**src/rtl/ram_pkg.sv**
```systemverilog
// Shared types and helpers for the byte-enable RAM with sequential clear.
// Optional per-byte parity is enabled by defining RAM_PARITY_EN.
package ram_pkg;

    localparam int BYTE_W = 8;

    typedef enum logic [0:0] {
        ST_INIT = 1'b0,
        ST_RUN  = 1'b1
    } state_e;

    // Even parity: the stored bit makes the byte plus parity bit have an even number of ones.
    function automatic logic even_par(input logic [BYTE_W-1:0] i_byte);
        return ^i_byte;
    endfunction

endpackage

```
**src/rtl/ram_init_ctrl.sv**
```systemverilog
// Clear sequencer: walks every word once after reset or a clear request,
// then holds in RUN. State is exposed so checkers can bind to it.
module ram_init_ctrl
    import ram_pkg::*;
#(
    parameter int ADDR_W = 4
) (
    input  logic              clk,
    input  logic              rst,
    input  logic              i_clr,
    output state_e            o_state,
    output logic              o_clr_we,
    output logic [ADDR_W-1:0] o_clr_addr,
    output logic              o_init_done
);

    state_e            r_state;
    state_e            w_next_state;
    logic [ADDR_W-1:0] r_clr_ptr;

    always_ff @(posedge clk) begin
        if (rst) begin
            r_state   <= ST_INIT;
            r_clr_ptr <= '0;
        end else begin
            r_state <= w_next_state;
            // Pointer wraps to zero on the last clear write, ready for the next clear.
            if (r_state == ST_INIT) begin
                r_clr_ptr <= r_clr_ptr + ADDR_W'(1);
            end else if (i_clr) begin
                r_clr_ptr <= '0;
            end
        end
    end

    always_comb begin
        w_next_state = r_state;
        case (r_state)
            ST_INIT: if (r_clr_ptr == '1) w_next_state = ST_RUN;
            ST_RUN:  if (i_clr)           w_next_state = ST_INIT;
            default:                      w_next_state = ST_INIT;
        endcase
    end

    always_comb begin
        o_state     = r_state;
        o_clr_we    = (r_state == ST_INIT);
        o_clr_addr  = r_clr_ptr;
        o_init_done = (r_state == ST_RUN);
    end

endmodule

```
**src/rtl/ram_sp_be_init.sv**
```systemverilog
// Single-port RAM with byte enables, registered read and sequential clear.
// Define RAM_PARITY_EN to store one even-parity bit per byte and flag read errors.
module ram_sp_be_init
    import ram_pkg::*;
#(
    parameter int                DATA_W   = 32,
    parameter int                ADDR_W   = 4,
    parameter logic [DATA_W-1:0] INIT_VAL = '0
) (
    input  logic                     clk,
    input  logic                     rst,
    input  logic                     clr,
    input  logic                     req_valid,
    output logic                     req_ready,
    input  logic                     req_we,
    input  logic [ADDR_W-1:0]        req_addr,
    input  logic [DATA_W-1:0]        req_wdata,
    input  logic [DATA_W/BYTE_W-1:0] req_be,
    output logic                     rd_valid,
    output logic [DATA_W-1:0]        rd_data,
    output logic                     rd_perr,
    output logic                     init_done
);

    localparam int DEPTH = 2 ** ADDR_W;
    localparam int NB    = DATA_W / BYTE_W;

    // Handshake: a request is taken on a rising edge where req_valid and
    // req_ready are both high; req_ready depends only on state and clr.
    state_e            w_state;
    logic              w_clr_we;
    logic [ADDR_W-1:0] w_clr_addr;
    logic              w_init_done;
    logic              w_accept;
    logic              w_wr_acc;
    logic              w_rd_acc;
    logic              w_perr;

    logic [DATA_W-1:0] r_mem [DEPTH];
    logic              r_rd_valid;
    logic [DATA_W-1:0] r_rd_data;
    logic              r_rd_perr;

    ram_init_ctrl #(
        .ADDR_W (ADDR_W)
    ) u_init_ctrl (
        .clk         (clk),
        .rst         (rst),
        .i_clr       (clr),
        .o_state     (w_state),
        .o_clr_we    (w_clr_we),
        .o_clr_addr  (w_clr_addr),
        .o_init_done (w_init_done)
    );

    assign req_ready = (w_state == ST_RUN) && !clr;
    assign w_accept  = req_valid && req_ready && !rst;
    assign w_wr_acc  = w_accept && req_we;
    assign w_rd_acc  = w_accept && !req_we;

    always_ff @(posedge clk) begin
        if (w_clr_we && !rst) begin
            r_mem[w_clr_addr] <= INIT_VAL;
        end else if (w_wr_acc) begin
            for (int b = 0; b < NB; b++) begin
                if (req_be[b]) begin
                    r_mem[req_addr][b*BYTE_W +: BYTE_W] <= req_wdata[b*BYTE_W +: BYTE_W];
                end
            end
        end
    end

`ifdef RAM_PARITY_EN
    logic [NB-1:0] r_par [DEPTH];

    function automatic logic [NB-1:0] par_vec(input logic [DATA_W-1:0] i_word);
        logic [NB-1:0] v;
        v = '0;
        for (int b = 0; b < NB; b++) begin
            v[b] = even_par(i_word[b*BYTE_W +: BYTE_W]);
        end
        return v;
    endfunction

    // Parity bits follow the data bytes exactly, including masked writes.
    always_ff @(posedge clk) begin
        if (w_clr_we && !rst) begin
            r_par[w_clr_addr] <= par_vec(INIT_VAL);
        end else if (w_wr_acc) begin
            for (int b = 0; b < NB; b++) begin
                if (req_be[b]) begin
                    r_par[req_addr][b] <= even_par(req_wdata[b*BYTE_W +: BYTE_W]);
                end
            end
        end
    end

    assign w_perr = |(par_vec(r_mem[req_addr]) ^ r_par[req_addr]);
`else
    assign w_perr = 1'b0;
`endif

    // A read accepted on the same edge as reset is dropped by the reset branch.
    always_ff @(posedge clk) begin
        if (rst) begin
            r_rd_valid <= 1'b0;
            r_rd_data  <= '0;
            r_rd_perr  <= 1'b0;
        end else begin
            r_rd_valid <= w_rd_acc;
            r_rd_perr  <= w_rd_acc && w_perr;
            if (w_rd_acc) begin
                r_rd_data <= r_mem[req_addr];
            end
        end
    end

    assign rd_valid  = r_rd_valid;
    assign rd_data   = r_rd_data;
    assign rd_perr   = r_rd_perr;
    assign init_done = w_init_done;

endmodule

```
**config.mk**
```make
export PLATFORM = sky130hd
export DESIGN_NAME = ram_sp_be_init
export DESIGN_NICKNAME = d
export VERILOG_FILES = /design/src/rtl/ram_pkg.sv /design/src/rtl/ram_init_ctrl.sv /design/src/rtl/ram_sp_be_init.sv
export SDC_FILE = /design/constraint.sdc
export NUM_CORES = 1
export LEC_CHECK = 0
export CAP_MARGIN = 10
export CORE_MARGIN = 10
export CORE_UTILIZATION = 40
export CTS_CLUSTER_DIAMETER = 150
export DETAILED_ROUTE_END_ITERATION = 8
export SYNTH_ARGS = -nofsm -noshare
export SYNTH_HDL_FRONTEND = slang
export SYNTH_SLANG_ARGS = --single-unit
```
**constraint.sdc**
```tcl
create_clock -name clk -period 2.7 [get_ports clk]
set_input_delay 0.54 -clock clk [delete_from_list [all_inputs] [get_ports clk]]
set_output_delay 0.54 -clock clk [all_outputs]
set_load 0.02 [all_outputs]
```
After elaboration in Yosys (flattened, before gate mapping):

Memory sizes are Yosys's and may differ from the RTL's. A register that Yosys moved wholly into a read port is not among the register bits.
Cells that the tools add are included.

* register bits after elaboration: 6
* bits in latches: 0
* memory bits (writable): 512
* bits in read-only memories: 0
* input port bits: 45
* word-level logic and storage cells: 44
* memories kept: 1

* $add $sub $neg: 1
* multipliers: 0
* divide/modulo/power cells: 0
* $lt $le $gt $ge: 0
* eq/ne operators: 2
* shifts and indexed selects: 0
* mux-type cells: 26
* bitwise gates (word level): 1
* reductions and logical operators: 10

Memories
* r_mem: depth 16, width 32, read ports 1, clocked after memory_dff 1, wr ports 1, RTL line ram_sp_be_init.sv:39 `logic [DATA_W-1:0] r_mem [DEPTH];`

Operators by type and width (number)
* 32-bit 2-to-1 mux: 1
* 32-bit OR reduction: 1
* 1-bit 2-to-1 mux: 20
* 4-bit 2-to-1 mux: 4
* 1-bit logical AND: 6
* 4-bit by 1-bit adder with 4-bit output (second input constant): 1
* 4-bit equality test (second input constant): 1
* 1-bit zero test: 3
* 2-bit inequality test (second input constant): 1
* 1-bit one-hot mux with 2 select lines: 1
* 1-bit inverter: 1

Depth between registers and ports, before layout:

Gate-level depths: netlist (run 1).

* depth after elaboration: 10
* depth in mapped cells: 8
* gate-level depth less buffers: 5

By module:

A second synthesis (run 1) with hierarchy kept.

* cell total of the unflattened synthesis: 1055
* area total of the unflattened synthesis: 21774.6 µm²

By module, submodules not included
* ram_sp_be_init: instances 1, cells an instance 1027, area an instance 21531.9 µm², seq. area each 16035.4 µm²
* ram_init_ctrl: instances 1, cells an instance 28, area an instance 242.7 µm², seq. area each 100.1 µm²

Worst setup path after synthesis (run 1):

OpenSTA, ideal clock, no wires.

* kind: input -> register
* from: in rst
* to: mem r_mem[13][10], enable pin
* arrival: 2.167 ns
* required time: 2.330 ns
* slack: 0.163 ns
* cell stages on the path: 7
* buffers on the path: 3
* cells stage by stage: buf_2 -> and4bb_1 -> buf_2 -> and3_4 -> buf_6 -> mux2_2 -> nor2_1

* longest elaborated chain between the ends: 8
* elaborated cells on any way between the ends: 21
* classes of those cells: mux (16); reduce/logical (5)

RTL lines
* start, declared: RTL line ram_sp_be_init.sv:11 `input logic rst,`
* 1-bit zero test *: RTL line ram_sp_be_init.sv:57, ram_sp_be_init.sv:62
* 1-bit logical AND: RTL line ram_sp_be_init.sv:57 `assign w_accept = req_valid && req_ready && !rst;`
* 1-bit logical AND: RTL line ram_sp_be_init.sv:58 `assign w_wr_acc = w_accept && req_we;`
* 1-bit 2-to-1 mux: RTL line ram_sp_be_init.sv:64 `end else if (w_wr_acc) begin`
* 1-bit 2-to-1 mux: RTL line ram_sp_be_init.sv:62 `if (w_clr_we && !rst) begin`
* 1-bit 2-to-1 mux (not written as such): RTL line ram_sp_be_init.sv:67 `r_mem[req_addr][b*BYTE_W +: BYTE_W] <= req_wdata[b*BYTE_W +: BYTE_W];`
* 32-bit OR reduction (no source line)
* 4-bit 2-to-1 mux (no source line)
* end, declared: RTL line ram_sp_be_init.sv:39

Every way passes the cells marked *; elsewhere a longest branch is shown, timed or not.

Worst setup path in the final report (run 1):

* from: in clr
* to: out req_ready

* longest elaborated chain between the ends: 2

RTL lines
* start, declared: RTL line ram_sp_be_init.sv:12 `input logic clr,`
* 1-bit zero test: RTL line ram_sp_be_init.sv:56 `assign req_ready = (w_state == ST_RUN) && !clr;`
* 1-bit logical AND: RTL line ram_sp_be_init.sv:56
* end, declared: RTL line ram_sp_be_init.sv:14 `output logic req_ready,`

No other way between the ends.

==> results of run 1 <==
## synthesized netlist by cell type, types with 2 or more instances
cell type	instances
a32oi_1	32
buf_2	24
nand2_1	7
dfxtp_1	38
a31oi_1	3
nor3_1	2
a22oi_1	32
inv_1	3
clkbuf_2	2
nand2b_1	35
a31o_2	4
mux2i_1	96
o21ai_1	5
clkbuf_1	27
nor3b_1	4
buf_4	8
buf_1	2
a21oi_1	5
edfxtp_1	512
mux4_2	96
nor2b_1	2
nand3_1	2
mux2_2	3
nor2_1	72
mux2i_4	4
o21ai_0	33
and2_1	32
nand3b_1	5
## cells by family (layout without fill, tap and decap cells)
kind of cell / Yosys count / after routing / share of synthesized area
DFF: 550 / 550 / 0.750
muxes: 200 / 200 / 0.152
and+or+nand+nor: 173 / 173 / 0.0437
AOI/OAI and AO/OA: 115 / 115 / 0.0377
buffers and inverters: 68 / 336 / 0.0159
adders and majority gates: 1 / 1 / 0.000582
other: 1 / 1 / 0.000174
## worst min-delay path by stage
stage	startpoint	to	slack, ns	cells after the start
floorplan	u_init_ctrl.o_clr_addr[2]	u_init_ctrl.o_init_done	0.57	2
global placement	rd_data[7]	rd_data[7]	0.46	2
detailed placement	rd_data[14]	rd_data[14]	0.46	2
CTS	rd_data[14]	rd_data[14]	0.48	2
global route	rd_data[14]	rd_data[14]	0.49	2
finish	rd_data[16]	rd_data[16]	0.48	2
## report_power, final
| group | total, uW | switching [uW] | internal, uW |
|---|---|---|---|
| clock network | 7160 | 3070 | 4090 |
| registers | 9280 | 21.2 | 9260 |
| logic | 758 | 421 | 338 |
| total | 17200 | 3510 | 13700 |
## critical path, stage by stage
cell	delay, ns
clkdlybuf4s50_1	0.53
nand2b_1	0.22
inv_1	0.18
clkdlybuf4s50_1	0.66
## per-layer routing
metal  part of all wire  vias up  track usage
met5            0.00017        -            0
li1                   -     4945            -
met3              0.056       71       0.0292
met4              0.020        2       0.0486
met1               0.44     5985        0.226
met2               0.48      338        0.265
## state kept, by name, indices dropped and copies added, names as in the netlist
register                 flops
rd_data                     32
r_mem                      512
u_init_ctrl.o_init_done      1
u_init_ctrl.o_clr_addr       4
rd_valid                     1
## repair_timing
item                                    4_1_cts  5_1_grt
buffers inserted                              0        0
endpoints found under the setup margin       24        0
resized for setup                             1        0
hold endpoints to repair                      0        0
## through the flow
stage	util	TNS (ns)	instances	total power [uW]	setup WS (ns)
3_5_place_dp	0.462	-266.93	1964	10200	-0.657
5_1_grt	0.494	0	2064	17800	0.00598
4_1_cts	0.494	0	2064	17300	0.0466
6_report	0.494	0	2064	17200	0.0224
3_3_place_gp	0.462	-254.48	1964	10200	-0.679
2_1_floorplan	-	0	1108	9890	0.163
## area by class of cell
class	count	area, um2
fill	4331	26700
clock buffer	77	1520
multi-input combinational	490	5070
clock inverter	23	159
timing repair buffer	233	2360
tap	688	861
sequential	550	16100
inverter	3	11.3
==> flow_summary_export.csv, run 1 <==
group,metric,value,unit
run_status,status,"completed",
place,portBuffers,79,
logic_synthesis,synthArstFlopShare,0,
timing,setup_violations,0,
detailed_routing,avgRoutedWirePerCell,25.3,um
clock_network,clk_latency,0.60,ns
power,p_leak,0.00963,uW
finish,layout_common_cells,"edfxtp_1 (512), buf_4 (123), mux4_2 (96), mux2i_1 (96), clkdlybuf4s50_1 (76)",
die,coreArea,0.0529,mm2
logic_synthesis,synth-seq-cells,550,
finish,area_growth,21.5,%
clock_network,ctsRootBufferMaster,"clkbuf_16",
clock_network,cts_tree,"built",
critical_path,start_kind,"primary input",
clock_network,cts.clk_slew.worst_paths,0.06,ns
grt,grt_pass1_vias,11700,
timing,relSlewSlack,0.417,
grt,grt_max_degree,58,
power,ir_worst_vdd,0.425,mV
die,io_pins,81,
place,placed_area,0.0244,mm2
critical_path,cp-endpoint,"req_ready",
logic_synthesis,synth_ff_type,"edfxtp_1",
die,num_rows,84,
detailed_routing,drtIter0Drc,1100,
logic_synthesis,synth_top_area_frac,0.715,
die,die_x,252,um
critical_path,worst_r2r_endpoint,"r_mem[6][16]",
finish,fin_nets,1378,
die,die_area,0.0634,mm2
power,power.density,659,mW/mm2
logic_synthesis,synth_warnings,0,
timing,worstMarginPinSlew,0.871,ns
finish,final_common_cell,"edfxtp_1",
detailed_routing,vias,11300,
logic_synthesis,avgSynthCellArea,19.4,um2
critical_path,cp.required,2.16,ns
run,drv_cap,0,
timing,finalMaxSlewViolations,0,
detailed_routing,ant_nets,0,
detailed_routing,dr.pass1.iters,5,
critical_path,cp.arrival,2.14,ns
place,place_hpwl,33500,um
grt,grt_use_total,0.165,
timing,rsz0062_at_grt,"false",
detailed_routing,drc_errors,0,
logic_synthesis,synth_edf_count,512,
grt,grt_antenna_before_repair,2,
timing,holdWs,0.478,ns
critical_path,end_kind,"output pin",
timing,fmax,373,MHz
finish,final_layout_size_suffix_gt1_frac,0.254,
clock_network,cts_hold_buf,0,
critical_path,r2r_cells,5,
logic_synthesis,syn-cell-area,0.0215,mm2
detailed_routing,wl,52200,um
logic_synthesis,yosys.cell_types.count,46,
critical_path,cp_max_fo,3,
die,start_util,0.407,
clock_network,cts.path.max_buffers,3,
timing,skew,0.0196,ns
clock_network,cts.htree.levels,2,
detailed_routing,via_per_inst,5.49,
logic_synthesis,yosysSeqAreaShare,0.750,
timing,finalCritPeriodShare,0.992,
logic_synthesis,synth_cells,1108,
clock_network,clkSinkCount,550,
grt,overflow,0,
critical_path,startpoint,"clr",
critical_path,rr_startpoint,"u_init_ctrl.o_init_done",
logic_synthesis,synthTopCellsByArea,"edfxtp_1 (71%), mux4_2 (10%), mux2i_1 (4.5%)",
timing,hold_viol,0,
timing,layout_min_cycle_time,2.68,ns
finish,diodes,0,
logic_synthesis,synth_nets,1154,
finish,design_area,0.0261,mm2
worst_hold_path,min_path_type,"flop to flop",
place,gp_congestion,0.794,
critical_path,r2r_slack,0.44,ns
critical_path,criticalPathCategory,"primary input to output pin",
die,die_h,252,um
clock_network,cts_buffers,54,
logic_synthesis,synth_largest_area_cell,"edfxtp_1",
grt,grt_pass1_wl,77800,um
(Power assumes the default switching activity.)
==> run 2: changes to the inputs <==
CORE_MARGIN = 4   (was 10)
SYNTH_HIERARCHICAL = 1   (was not set)
==> flow_summary_export.csv, run 2 <==
group,metric,value,unit
clock_network,cts.htree.levels,2,
detailed_routing,dr.pass1.iters,5,
clock_network,cts.clk_slew.worst_paths,0.06,ns
finish,area_growth,22.0,%
detailed_routing,vias,11000,
critical_path,criticalPathCategory,"primary input to flop",
die,io_pins,81,
finish,largest_reg_flops,512,
timing,setup_violations,0,
grt,grt_use_total,0.172,
critical_path,max_stage_delay,0.46,ns
detailed_routing,drtIter0Drc,731,
clock_network,clkSinkCount,550,
finish,fin_nets,1332,
place,gp_congestion,0.789,
clock_network,cts.path.max_buffers,3,
grt,overflow,0,
logic_synthesis,yosysSeqAreaShare,0.741,
logic_synthesis,yosys.cell_types.count,50,
detailed_routing,drc_errors,0,
timing,relSlewSlack,0.360,
logic_synthesis,synth_common_cells,"edfxtp_1 (512), mux4_2 (128), mux2i_1 (68)",
grt,grt_antenna_before_repair,1,
finish,top_register,"r_mem",
timing,fin_ws,0.0429,ns
logic_synthesis,synthTopCellsByArea,"edfxtp_1 (71%), mux4_2 (13%), dfxtp_1 (3.5%)",
detailed_routing,via_per_inst,5.42,
place,post-place-ws,-1.01,ns
timing,finalCritPeriodShare,0.984,
timing,layout_min_cycle_time,2.66,ns
detailed_routing,ant_nets,0,
run_status,status,"completed",
critical_path,end_kind,"flop",
timing,hold_viol,0,
timing,skew,0.0179,ns
logic_synthesis,muxShareOfSynthArea,0.167,
grt,grt_pass1_wl,74100,um
critical_path,critical_path.slowest_cell,"clkdlybuf4s50_1",
finish,final_layout_size_suffix_gt1_frac,0.304,
timing,worstMarginPinSlew,0.956,ns
power,ir_worst_vdd,0.513,mV
logic_synthesis,yosysMostFrequentCell,"edfxtp_1",
clock_network,cts_tree,"built",
timing,fmax,376,MHz
timing,rsz0062_at_grt,"false",
clock_network,cts_buffers,54,
clock_network,cts_hold_buf,0,
power,p_leak,0.0101,uW
die,num_rows,85,
logic_synthesis,synth_ff_type,"edfxtp_1",
worst_hold_path,min_path_type,"primary input to flop",
finish,n_fill_cell,4415,
detailed_routing,avgRoutedWirePerCell,24.2,um
die,start_util,0.405,
critical_path,cp.required,3.00,ns
critical_path,cp_common_cell,"buf_4",
logic_synthesis,synthAdderAreaFrac,0.000575,
finish,diodes,0,
grt,grt_max_degree,61,
finish,layout_common_cells,"edfxtp_1 (512), mux4_2 (128), buf_4 (122)",
die,coreArea,0.0538,mm2
grt,grt_pass1_vias,11500,
logic_synthesis,synth_warnings,6,
place,portBuffers,79,
logic_synthesis,synth_edf_count,512,
critical_path,cp_max_fo,8,
logic_synthesis,synthSimpleGateAreaFrac,0.0373,
die,die_h,241,um
critical_path,cp.arrival,2.95,ns
logic_synthesis,synth_nets,1101,
logic_synthesis,synth_cells,1055,
logic_synthesis,synthArstFlopShare,0,
clock_network,ctsRootBufferMaster,"clkbuf_16",
logic_synthesis,synth_top_area_frac,0.706,
logic_synthesis,synth_largest_area_cell,"edfxtp_1",
run,drv_cap,0,
logic_synthesis,avgSynthCellArea,20.6,um2
logic_synthesis,synth-seq-cells,550,
timing,finalMaxSlewViolations,0,
logic_synthesis,synth_xor_xnor_area_share,0,
die,die_x,241,um
place,place_hpwl,31600,um
power,power.density,629,mW/mm2
critical_path,start_kind,"primary input",
logic_synthesis,synth_compound_area_frac,0.0339,
logic_synthesis,syn-cell-area,0.0218,mm2
logic_synthesis,synth_top_family_by_area,"multiplexers",
critical_path,crit_path_cell_trace,"clkdlybuf4s50_1 > nor4bb_4 > buf_4 > nand4bb_2 > buf_4 > mux2i_4 > buf_4 > nor3_1 > buf_4",
detailed_routing,wl,49100,um
finish,finalCoreUtilization,0.493,
die,die_area,0.0582,mm2
finish,final_common_cell,"edfxtp_1",
clock_network,clk_latency,0.60,ns
clock_network,cts_setup_buffers,0,
-- run 2: changes by cell type after synthesis, moves of 6 or more --
cell      change
buf_2         +6
nor2_1       -42
a221oi_1     +29
nand2b_1     -34
nor2b_1       +9
nor3_1       +41
o21ai_0      -32
o21bai_1     +31
a32oi_1      -31
mux2i_1      -28
mux4_2       +32
buf_6         +6
a22oi_1      -32
-- run 2: through the flow --
step / total power [uW] / setup TNS [ns] / std cells / hold WS, ns / cell area (um2)
after floorplan: 9790 / 0 / 1055 / 0.524 / 21800
after global placement: 10100 / -764.08 / 1926 / 0.519 / 24900
after detailed placement: 10100 / -752.24 / 1926 / 0.528 / 24900
after CTS: 16900 / 0 / 2027 / 0.411 / 26500
after global routing: 17300 / 0 / 2027 / 0.463 / 26600
final: 16700 / 0 / 2027 / 0.464 / 26600
-- run 2: where the power goes --
part / internal [uW] / switching, uW / total, uW
sequential: 9220 / 17.4 / 9240
combinational: 314 / 342 / 657
clock: 3780 / 3030 / 6820
-- run 2: worst paths after layout --
path / end / start / cells after the start / slack (ns)
max: r_mem[5][25] / clr / 9 / 0.04
max reg2reg: r_mem[5][25] / u_init_ctrl/o_init_done / 8 / 0.07
min reg2reg: rd_data[12] / rd_data[12] / 2 / 0.54
min: rd_data[23] / req_addr[1] / 3 / 0.46
-- run 2: logic make-up (layout without fill, tap and decap cells) --
| logic type | after synthesis | count (layout) |
|---|---|---|
| DFF | 550 | 550 |
| AOI/OAI and AO/OA | 85 | 85 |
| muxes | 200 | 200 |
| other | 1 | 1 |
| adders and majority gates | 1 | 1 |
| and+or+nand+nor | 143 | 143 |
| buffers and inverters | 75 | 351 |
-- run 2: metal layers --
metal / global-route usage / vias up / part of all wire
li1: - / 4852 / -
met1: 0.242 / 5819 / 0.44
met2: 0.285 / 260 / 0.50
met3: 0.0239 / 52 / 0.045
met4: 0.0449 / 0 / 0.018
met5: 0 / - / 0
-- run 2: layout make-up --
class	instances	area [um2]	area share
sequential	550	16100	0.608
clock inverter	26	143	0.00537
multi-input combinational	430	5270	0.198
inverter	1	3.75	0.000141
clock buffer	75	1460	0.0550
tap	696	871	0.0328
timing repair buffer	249	2680	0.101
-- run 2: critical path: cells and delay by family --
| kind | cells | cell delay [ns] |
|---|---|---|
| and+or+nand+nor | 3 | 0.90 |
| muxes | 1 | 0.19 |
| buffers and inverters | 5 | 1.32 |
-- run 2: repair_timing --
action / 4_1_cts / 5_1_grt
endpoints found under the hold margin: 0 / 0
endpoints found under the setup margin: 1024 / 16
gates resized for setup: 6 / 2
cloned: 0 / 0
